<file path="src/rtl/math_op_sched_if.sv">
// Request/result bus of math_op_sched: per-requester operand inputs with a ready
// grant, and a tagged valid/ready result return.
interface math_op_sched_if #(
  parameter int NUM_REQ = 4,
  parameter int ID_W    = 2
);
  logic [NUM_REQ-1:0]       req_valid;
  logic [NUM_REQ-1:0]       req_ready;
  logic [NUM_REQ-1:0][31:0] req_a;
  logic [NUM_REQ-1:0][31:0] req_b;
  logic [NUM_REQ-1:0][31:0] req_c;
  logic                     res_valid;
  logic                     res_ready;
  logic [31:0]              res_data;
  logic [ID_W-1:0]          res_id;

  modport master (
    output req_valid, req_a, req_b, req_c, res_ready,
    input  req_ready, res_valid, res_data, res_id
  );

  modport slave (
    input  req_valid, req_a, req_b, req_c, res_ready,
    output req_ready, res_valid, res_data, res_id
  );
endinterface

</file>
<file path="src/rtl/math_op_sched.sv">
// Shares one non-stallable math_op datapath (d = 3 + c*c*(a+b)) between NUM_REQ requesters.
// Define MATH_OP_SCHED_FIXED_PRIO_EN for strict lowest-index-first arbitration instead of round-robin.
module math_op_sched #(
  parameter int NUM_REQ    = 4,
  parameter int ID_W       = 2,
  parameter int FIFO_DEPTH = 8
) (
  input  logic                 clk,
  input  logic                 rst_n,
  math_op_sched_if.slave       bus,
  output logic [31:0]          op_a,
  output logic [31:0]          op_b,
  output logic [31:0]          op_c,
  input  logic [31:0]          op_d,
  output logic                 busy
);
  localparam int STAGES = 3;
  localparam int PTR_W  = $clog2(FIFO_DEPTH);
  localparam int CNT_W  = PTR_W + 1;

  typedef struct packed {
    logic [31:0]     a;
    logic [31:0]     b;
    logic [31:0]     c;
    logic [ID_W-1:0] id;
  } req_t;

  typedef struct packed {
    logic [31:0]     data;
    logic [ID_W-1:0] id;
  } res_t;

  logic            gnt_vld;
  logic [ID_W-1:0] gnt_id;
  logic            credit;
  logic            hs;

  logic [STAGES:1] vld_pipe_q;
  req_t            s1_q;
  logic [31:0]     s2_a_q, s2_b_q;
  logic [ID_W-1:0] s2_id_q, s3_id_q;

  res_t             mem_q [FIFO_DEPTH];
  res_t             rd_ent;
  logic [CNT_W-1:0] wr_q, rd_q, fifo_cnt;
  logic [CNT_W:0]   used;
  logic             push, pop, empty, full;

  // ---------------- arbitration ----------------
`ifdef MATH_OP_SCHED_FIXED_PRIO_EN
  always_comb begin
    gnt_vld = 1'b0;
    gnt_id  = '0;
    for (int i = NUM_REQ - 1; i >= 0; i--) begin
      if (bus.req_valid[i]) begin
        gnt_vld = 1'b1;
        gnt_id  = ID_W'(i);
      end
    end
  end
`else
  logic [ID_W-1:0] rr_q, rr_d;

  // Scan farthest-first so the nearest valid requester after rr_q is written last.
  always_comb begin
    logic [ID_W:0] sum;
    sum     = '0;
    gnt_vld = 1'b0;
    gnt_id  = '0;
    for (int k = NUM_REQ; k >= 1; k--) begin
      sum = {1'b0, rr_q} + (ID_W+1)'(k);
      if (sum >= (ID_W+1)'(NUM_REQ)) sum = sum - (ID_W+1)'(NUM_REQ);
      if (bus.req_valid[sum[ID_W-1:0]]) begin
        gnt_vld = 1'b1;
        gnt_id  = sum[ID_W-1:0];
      end
    end
  end

  assign rr_d = hs ? gnt_id : rr_q;

  always_ff @(posedge clk or negedge rst_n) begin
    if (!rst_n) rr_q <= ID_W'(NUM_REQ - 1);
    else        rr_q <= rr_d;
  end
`endif

  // Every op in flight already owns a FIFO slot; a pop this cycle frees nothing yet.
  assign used   = {1'b0, fifo_cnt} + (CNT_W+1)'(vld_pipe_q[1]) + (CNT_W+1)'(vld_pipe_q[2])
                + (CNT_W+1)'(vld_pipe_q[3]);
  assign credit = used < (CNT_W+1)'(FIFO_DEPTH);
  assign hs     = gnt_vld & credit;

  for (genvar i = 0; i < NUM_REQ; i++) begin : g_lane
    assign bus.req_ready[i] = hs && (gnt_id == ID_W'(i));
  end

  // ---------------- tag / operand pipeline ----------------
  always_ff @(posedge clk or negedge rst_n) begin
    if (!rst_n) begin
      vld_pipe_q <= '0;
      s1_q       <= '0;
      s2_a_q     <= '0;
      s2_b_q     <= '0;
      s2_id_q    <= '0;
      s3_id_q    <= '0;
    end else begin
      vld_pipe_q <= {vld_pipe_q[STAGES-1:1], hs};
      if (hs) s1_q <= {bus.req_a[gnt_id], bus.req_b[gnt_id], bus.req_c[gnt_id], gnt_id};
      if (vld_pipe_q[1]) begin
        s2_a_q  <= s1_q.a;
        s2_b_q  <= s1_q.b;
        s2_id_q <= s1_q.id;
      end
      if (vld_pipe_q[2]) s3_id_q <= s2_id_q;
    end
  end

  // c leads a/b by one cycle to match the datapath's internal c*c register.
  assign op_c = vld_pipe_q[1] ? s1_q.c : '0;
  assign op_a = vld_pipe_q[2] ? s2_a_q : '0;
  assign op_b = vld_pipe_q[2] ? s2_b_q : '0;

  // ---------------- result FIFO ----------------
  assign push     = vld_pipe_q[3];
  assign empty    = (wr_q == rd_q);
  assign fifo_cnt = wr_q - rd_q;
  assign full     = (fifo_cnt == CNT_W'(FIFO_DEPTH));
  assign pop      = !empty && bus.res_ready;

  always_ff @(posedge clk) begin
    if (push) mem_q[wr_q[PTR_W-1:0]] <= {op_d, s3_id_q};
  end

  always_ff @(posedge clk or negedge rst_n) begin
    if (!rst_n) begin
      wr_q <= '0;
      rd_q <= '0;
    end else begin
      if (push) wr_q <= wr_q + 1'b1;
      if (pop)  rd_q <= rd_q + 1'b1;
    end
  end

  assign rd_ent        = mem_q[rd_q[PTR_W-1:0]];
  assign bus.res_valid = !empty;
  assign bus.res_data  = empty ? '0 : rd_ent.data;
  assign bus.res_id    = empty ? '0 : rd_ent.id;
  assign busy          = (|vld_pipe_q) | !empty;

  a_no_overflow: assert property (@(posedge clk) disable iff (!rst_n) !(push && full));
endmodule

</file>
<file path="src/flat_wrapper.sv">
// flat-port wrapper written by rule: the top's interface ports become plain ports
module math_op_sched_flat 
#(
  parameter int NUM_REQ    = 4,
  parameter int ID_W       = 2,
  parameter int FIFO_DEPTH = 8
)
  (clk, rst_n, op_a, op_b, op_c, op_d, busy, bus_req_valid, bus_req_a, bus_req_b, bus_req_c, bus_res_ready, bus_req_ready, bus_res_valid, bus_res_data, bus_res_id);
  math_op_sched_if #(.NUM_REQ(NUM_REQ), .ID_W(ID_W)) bus_i ();
  input  logic clk;
  input  logic rst_n;
  output logic [31:0] op_a;
  output logic [31:0] op_b;
  output logic [31:0] op_c;
  input  logic [31:0] op_d;
  output logic busy;
  input wire logic [$bits(bus_i.req_valid)-1:0] bus_req_valid;
  input wire logic [$bits(bus_i.req_a)-1:0] bus_req_a;
  input wire logic [$bits(bus_i.req_b)-1:0] bus_req_b;
  input wire logic [$bits(bus_i.req_c)-1:0] bus_req_c;
  input wire logic [$bits(bus_i.res_ready)-1:0] bus_res_ready;
  output wire logic [$bits(bus_i.req_ready)-1:0] bus_req_ready;
  output wire logic [$bits(bus_i.res_valid)-1:0] bus_res_valid;
  output wire logic [$bits(bus_i.res_data)-1:0] bus_res_data;
  output wire logic [$bits(bus_i.res_id)-1:0] bus_res_id;
  assign bus_i.req_valid = bus_req_valid;
  assign bus_i.req_a = bus_req_a;
  assign bus_i.req_b = bus_req_b;
  assign bus_i.req_c = bus_req_c;
  assign bus_i.res_ready = bus_res_ready;
  assign bus_req_ready = bus_i.req_ready;
  assign bus_res_valid = bus_i.res_valid;
  assign bus_res_data = bus_i.res_data;
  assign bus_res_id = bus_i.res_id;
  math_op_sched #(.NUM_REQ(NUM_REQ), .ID_W(ID_W), .FIFO_DEPTH(FIFO_DEPTH)) u_core (.clk(clk), .rst_n(rst_n), .bus(bus_i), .op_a(op_a), .op_b(op_b), .op_c(op_c), .op_d(op_d), .busy(busy));
endmodule
</file>
<file path="config.mk">
export PLATFORM = sky130hd
export DESIGN_NAME = math_op_sched_flat
export DESIGN_NICKNAME = d
export VERILOG_FILES = /design/src/rtl/math_op_sched_if.sv /design/src/rtl/math_op_sched.sv /design/src/flat_wrapper.sv
export SDC_FILE = /design/constraint.sdc
export NUM_CORES = 1
export LEC_CHECK = 0
export BUFFER_PORTS_ARGS = -buffer_cell sky130_fd_sc_hd__buf_2
export CORE_MARGIN = 5
export CORE_UTILIZATION = 49
export CTS_CLUSTER_SIZE = 8
export DETAILED_ROUTE_END_ITERATION = 8
export GPL_TIMING_DRIVEN = 0
export MAX_ROUTING_LAYER = met4
export PLACE_DENSITY = 0.73
export SLEW_MARGIN = 0
export SYNTH_ARGS = -nofsm -noshare
export SYNTH_HDL_FRONTEND = slang
export SYNTH_SLANG_ARGS = --single-unit
</file>
<file path="constraint.sdc">
create_clock -name clk -period 3.7 [get_ports clk]
set_input_delay 0.37 -clock clk [delete_from_list [all_inputs] [get_ports clk]]
set_output_delay 0.37 -clock clk [all_outputs]
set_load 0.02 [all_outputs]
</file>
==> results.sh, run 1 <==
export IMPL_hold_ws_ns=0.05479
export IMPL_grt_max_degree=93
export IMPL_max_clock_path_buffers=3
export IMPL_yosysWarnings=0
export IMPL_overflow=0
export IMPL_syn_to_final_growth_pct=26.61
export IMPL_grt_pass1_wl_mm=129.6
export IMPL_gr_usage_all_layers=0.3643
export IMPL_rsz0062_at_grt="false"
export IMPL_synth_area_um2=22310
export IMPL_core_um2=45190
export IMPL_detailed_place_area_um2=26190
export IMPL_antenna_found_initial=28
export IMPL_syn_area_per_cell_um2=13.52
export IMPL_p_leak_nw=11.09
export IMPL_yosysTopAreaCell="edfxtp_1"
export IMPL_crit_chain="ha_1, fa_1, inv_1, ha_1, a31oi_1, o32ai_1, nor3b_4, buf_6, and3_2, buf_4"
export IMPL_synthTopCellsByCount="edfxtp_1 (272), a41oi_1 (192), o31ai_1 (192), dfrtp_1 (177), mux2_2 (169)"
export IMPL_setup_tns_ns=0
export IMPL_grt_pass1_vias=19110
export IMPL_synth_area_top_cells="edfxtp_1 (37%), dfrtp_1 (20%), mux2_2 (8.5%)"
export IMPL_hold_path_class="input port to flip-flop"
export IMPL_slew_headroom=0.2694
export IMPL_p_switching_mw=11.93
export IMPL_finalPower_mw=28.76
export IMPL_cp_slowest_cell="fa_1"
export IMPL_setup_viol=0
export IMPL_initial_core_util=0.4938
export IMPL_cp_num_buf_inv=3
export IMPL_seqPwrFrac=0.273
export IMPL_final_antenna_net_count=0
export IMPL_synth_seq_cells=451
export IMPL_worst_slack_ns=0.08001
export IMPL_root_buffer="clkbuf_16"
export IMPL_worst_slew_pin_slew_ns=1.096
export IMPL_drc_errors=0
export IMPL_ys_seq_area_frac=0.5669
export IMPL_startpoint="u_core.rd_q[0]$_DFFE_PN0P_"
export IMPL_synth_cell_types=41
export IMPL_min_delay_start="op_d[4]"
export IMPL_synthCells=1650
export IMPL_row_count=78
export IMPL_viasPerCell=6.519
export IMPL_wl_per_cell_um=31.04
export IMPL_synth_fp_nets=2081
export IMPL_synthArstFlopShare=0.3969
export IMPL_clkLatencyLatePin_ns=0.58
export IMPL_ios=559
export IMPL_p_sw_frac=0.4150
export IMPL_h_tree_depth=3
export IMPL_cts_tree="yes"
export IMPL_dieWidth_um=223.4
export IMPL_drtIter0Drc=2265
export IMPL_synth_edf_count=272
export IMPL_fillerInstances=3504
export IMPL_crit_top_cell="ha_1"
export IMPL_cts_buffers=66
export IMPL_finalInstanceArea_um2=28250
export IMPL_dr_pass1_iters=6
export IMPL_design_die_area_um2=49900
export IMPL_vdd_drop_max_mv=0.6410
export IMPL_cap_violations=0
export IMPL_skew_ns=0.01773
export IMPL_startpoint_type="flip-flop"
export IMPL_critical_path_top_delay_family="adder cells"
export IMPL_synth_top_area_share=0.3661
export IMPL_place_congestion=1.054
export IMPL_fmax_mhz=276.2
export IMPL_ys_flop_type="edfxtp_1"
export IMPL_die_h_um=223.4
export IMPL_portBuffers=558
export IMPL_timing_rr_start="u_core.rd_q[0]$_DFFE_PN0P_"
export IMPL_hold_viol_final=0
export IMPL_crit_path_max_fanout=5
export IMPL_dpl_worst_slack_ns=-0.9822
export IMPL_fin_nets=2724
export IMPL_crit_type="flip-flop to primary output"
export IMPL_post_route_period_util=0.9784
export IMPL_slowest_delay_ns=0.49
export IMPL_cp_arrival_ns=3.25
export IMPL_endpoint_kind="primary output"
export IMPL_power_internal_mw=16.82
export IMPL_clkTransAtPathRegs_ns=0.05
export IMPL_clkPwrFrac=0.191
export IMPL_p_comb_frac=0.536
export IMPL_num_vias=19280
export IMPL_fin_crit_ns=3.620
export IMPL_power_density_nw_per_um2=1018
export IMPL_ff2ff_setup_slack_ns=0.19
export IMPL_wl_mm=91.82
export IMPL_outcome="finished clean"
export IMPL_drive_gt1_frac=0.4094
export IMPL_synth_most_common_cell="edfxtp_1"
export IMPL_cp_data_required_time_ns=3.33
export IMPL_clock_sinks=451
export IMPL_maxSlewViolCount=0
export IMPL_dp_hpwl_mm=69.00
==> cell type report <==
| type | count | area (um^2) | share of cell area |
|---|---|---|---|
| Sequential cell | 451 | 12650 | 0.4479 |
| Multi-Input combinational cell | 984 | 8864 | 0.3138 |
| Timing Repair Buffer | 581 | 3134 | 0.1109 |
| Clock buffer | 98 | 1813 | 0.06418 |
| Buffer | 199 | 847.1 | 0.02998 |
| Tap cell | 600 | 750.7 | 0.02657 |
| Antenna cell | 30 | 75.07 | 0.002657 |
| Clock inverter | 5 | 70.07 | 0.002480 |
| Inverter | 10 | 42.54 | 0.001506 |
==> cells in the final DEF, fill, tap and decap left out, types with 68 or more instances in the layout <==
| cell type | n |
|---|---|
| clkbuf_1 | 168 |
| buf_2 | 589 |
| and2_1 | 96 |
| mux2_2 | 169 |
| a41oi_1 | 192 |
| mux4_2 | 68 |
| o31ai_1 | 192 |
| edfxtp_1 | 272 |
| a22oi_1 | 96 |
| nand2_1 | 75 |
| dfrtp_1 | 174 |
==> worst register-to-register path, delay by kind of cell, from the launching register on <==
family          cells  cell delay (ns)
flops               1             0.43
simple gates        1             0.30
mux                 1             0.43
compound gates      2             0.33
buf+inv             3             0.89
fa+ha+maj           3             1.01
==> cells by family after synthesis <==
| family | after synthesis | share of synthesized area |
|---|---|---|
| xor gates and xnor gates | 8 | 0.003140 |
| buffers and inverters | 215 | 0.03920 |
| muxes | 237 | 0.1539 |
| DFF | 451 | 0.5669 |
| AOI/OAI and AO/OA | 525 | 0.1835 |
| and+or+nand+nor | 206 | 0.04811 |
| adders and majority gates | 8 | 0.005159 |
==> path summary, 6_finish.rpt <==
path | to | depth (start not counted)
max | bus_req_ready[1] | 10
min | u_core.mem_q[0][6]$_DFFE_PP_ | 1
max reg2reg | u_core.s1_q[11]$_DFFE_PN0P_ | 10
min reg2reg | u_core.vld_pipe_q[2]$_DFF_PN0_ | 0
max in group asynchronous | u_core.rr_q[1]$_DFFE_PN1P_ | 3
min in group asynchronous | u_core.s1_q[92]$_DFFE_PN0P_ | 2
==> metrics by stage <==
step | util | instances
detailed placement | 0.5795 | 2823
global route | 0.6249 | 2952
finish | 0.6252 | 2958
floorplan | - | 1650
CTS | 0.6229 | 2927
global placement | 0.5722 | 2808
==> power by group through the flow <==
| stage | Combinational (mW) | Clock, mW | Sequential (mW) |
|---|---|---|---|
| 4_1_cts | 15.2 | 5.58 | 7.81 |
| 3_5_place_dp | 14.9 | 0 | 7.85 |
| 6_report | 15.4 | 5.50 | 7.84 |
| 2_1_floorplan | 10.1 | 0 | 7.60 |
| 3_3_place_gp | 14.4 | 0 | 7.80 |
| 5_1_grt | 16.2 | 5.83 | 7.96 |
==> flip-flops by register name, indices dropped and copies added, names as in the netlist <==
signal             count
u_core.s1_q           98
u_core.s3_id_q         2
u_core.wr_q            4
u_core.s2_b_q         32
u_core.mem_q         272
u_core.s2_id_q         2
u_core.s2_a_q         32
u_core.rr_q            2
u_core.rd_q            4
u_core.vld_pipe_q      3
==> layer usage <==
| layer | vias up | track usage | share of wire |
|---|---|---|---|
| li1 | 8061 | - | - |
| met1 | 9735 | 0.4638 | 0.38 |
| met2 | 1265 | 0.5806 | 0.48 |
| met3 | 221 | 0.07724 | 0.095 |
| met4 | 0 | 0.1358 | 0.044 |
| met5 | - | - | 0 |
==> what timing repair did <==
| item | CTS | global route |
|---|---|---|
| setup buffers | 3 | 4 |
| endpoints found under the setup margin | 143 | 20 |
| pin swaps | 1 | 1 |
| hold buffers | 1 | 0 |
| hold endpoints to repair | 87 | 0 |
| gates resized for setup | 22 | 6 |
No activity file was read; power rests on OpenSTA's default activity.
==> run 2, diff against run 1 <==
Settings changed: CTS_BUF_LIST set to sky130_fd_sc_hd__clkbuf_16.
==> results.sh, run 2 (synthesis results as in run 1) <==
export IMPL_fin_crit_ns=3.631
export IMPL_clkTransAtPathRegs_ns=0.05
export IMPL_row_count=78
export IMPL_outcome="finished clean"
export IMPL_grt_pass1_vias=19100
export IMPL_startpoint_type="flip-flop"
export IMPL_initial_core_util=0.4938
export IMPL_portBuffers=558
export IMPL_final_antenna_net_count=0
export IMPL_final_cells=2955
export IMPL_crit_top_cell="ha_1"
export IMPL_power_density_nw_per_um2=1014
export IMPL_cts_tree="yes"
export IMPL_vdd_drop_max_mv=0.6423
export IMPL_cp_data_required_time_ns=3.33
export IMPL_die_h_um=223.4
export IMPL_dr_pass1_iters=5
export IMPL_overflow=0
export IMPL_slowest_delay_ns=0.49
export IMPL_gr_usage_all_layers=0.3642
export IMPL_cts_buffers=66
export IMPL_num_vias=19230
export IMPL_layout_common_cells="buf_2 (589), edfxtp_1 (272), a41oi_1 (192), o31ai_1 (192), dfrtp_1 (174)"
export IMPL_hold_path_class="input port to flip-flop"
export IMPL_maxSlewViolCount=0
export IMPL_endpoint_kind="primary output"
export IMPL_drive_gt1_frac=0.4085
export IMPL_crit_type="flip-flop to primary output"
export IMPL_dp_hpwl_mm=69.00
export IMPL_postLayoutCoreUtil=0.6246
export IMPL_fmax_mhz=275.4
export IMPL_cp_num_buf_inv=3
export IMPL_wl_mm=91.70
export IMPL_clkLatencyLatePin_ns=0.59
export IMPL_slew_headroom=0.2866
export IMPL_cp_arrival_ns=3.26
export IMPL_fillerInstances=3504
export IMPL_skew_ns=0.01839
export IMPL_place_congestion=1.054
export IMPL_antenna_found_initial=28
export IMPL_fin_nets=2724
export IMPL_grt_max_degree=93
export IMPL_cap_violations=0
export IMPL_post_route_period_util=0.9813
export IMPL_cp_slowest_cell="fa_1"
export IMPL_multi_input_area_um2=8864
export IMPL_viasPerCell=6.508
export IMPL_hold_viol_final=0
export IMPL_wl_per_cell_um=31.03
export IMPL_rsz0062_at_grt="false"
export IMPL_grt_pass1_wl_mm=129.6
export IMPL_drtIter0Drc=2268
export IMPL_register_area_um2=12650
export IMPL_crit_chain="ha_1, fa_1, inv_1, ha_1, a31oi_1, o32ai_1, nor3b_4, buf_6, and3_2, buf_4"
export IMPL_finalInstanceArea_um2=28220
export IMPL_crit_path_max_fanout=5
export IMPL_dieWidth_um=223.4
export IMPL_layout_commonest_cell="buf_2"
export IMPL_placed_cells=2823
export IMPL_drc_errors=0
export IMPL_clock_sinks=451
export IMPL_h_tree_depth=3
export IMPL_design_die_area_um2=49900
export IMPL_setup_viol=0
export IMPL_max_clock_path_buffers=3
export IMPL_worst_slew_pin_slew_ns=1.070
export IMPL_largest_reg_flops=272
export IMPL_core_um2=45190
export IMPL_p_leak_nw=11.20
export IMPL_critical_path_top_delay_family="adder cells"
export IMPL_syn_to_final_growth_pct=26.48
export IMPL_detailed_place_area_um2=26190
export IMPL_root_buffer="clkbuf_16"
export IMPL_ios=559
-- run 2: changes by cell type in the layout (fill, tap and decap cells not counted) --
cell | before | now
clkbuf_1 | 168 | 139
clkbuf_8 | 3 | 1
clkinv_1 | 0 | 2
diode_2 | 30 | 27
inv_1 | 9 | 38
-- run 2: cell type report --
| type | count | share of cell area |
|---|---|---|
| clock inverters | 36 | 0.006606 |
| clock buffers | 67 | 0.05941 |
| plain buffers | 199 | 0.03001 |
| repair buffers | 581 | 0.1111 |
| diodes | 27 | 0.002394 |
| inverters | 10 | 0.001507 |
| flip-flops and latches | 451 | 0.4484 |
| multi-input cells | 984 | 0.3141 |
| well taps | 600 | 0.02660 |
-- run 2: power breakdown --
group | switching (mW) | internal, mW | leakage (nW)
Sequential | 0.731 | 7.11 | 4.54
Combinational | 9.04 | 6.35 | 5.65
Clock | 2.15 | 3.24 | 1.02
-- run 2: path summary, 6_finish.rpt --
path / startpoint / end / slack (ns) / depth (start not counted)
worst max-delay path: u_core.rd_q[0]$_DFFE_PN0P_ / bus_req_ready[1] / 0.07 / 10
worst min-delay path: op_d[5] / u_core.mem_q[1][7]$_DFFE_PP_ / 0.05 / 1
worst max register to register: u_core.rd_q[0]$_DFFE_PN0P_ / u_core.s1_q[11]$_DFFE_PN0P_ / 0.22 / 10
worst min register to register: u_core.vld_pipe_q[1]$_DFF_PN0_ / u_core.vld_pipe_q[2]$_DFF_PN0_ / 0.44 / 0
max in group asynchronous: rst_n / u_core.rr_q[1]$_DFFE_PN1P_ / 2.35 / 3
min in group asynchronous: rst_n / u_core.s1_q[92]$_DFFE_PN0P_ / 0.41 / 2
-- run 2: metrics by stage --
step	total power, mW	setup TNS (ns)	setup WS [ns]	hold slack [ns]
floorplan	17.68	0	0.2216	0.07441
global placement	22.23	-336.41	-2.077	0.3604
detailed placement	22.76	-65.05	-0.9822	0.3706
CTS	28.46	0	0.02551	0.02266
global route	29.91	0	0.009669	0.03933
finish	28.62	0	0.06928	0.05208
-- run 2: layer usage --
layer | GRT usage | part of all wire
met4 | 0.1358 | 0.044
met5 | - | 0
met1 | 0.4643 | 0.38
met2 | 0.5802 | 0.48
met3 | 0.07684 | 0.098
-- run 2: timing repair --
| action | in CTS | in global routing |
|---|---|---|
| gates resized for setup | 22 | 6 |
| pin swaps | 1 | 1 |
| endpoints found under the setup margin | 143 | 20 |
| setup buffers | 3 | 4 |
| endpoints found under the hold margin | 87 | 0 |
| hold buffers | 1 | 0 |
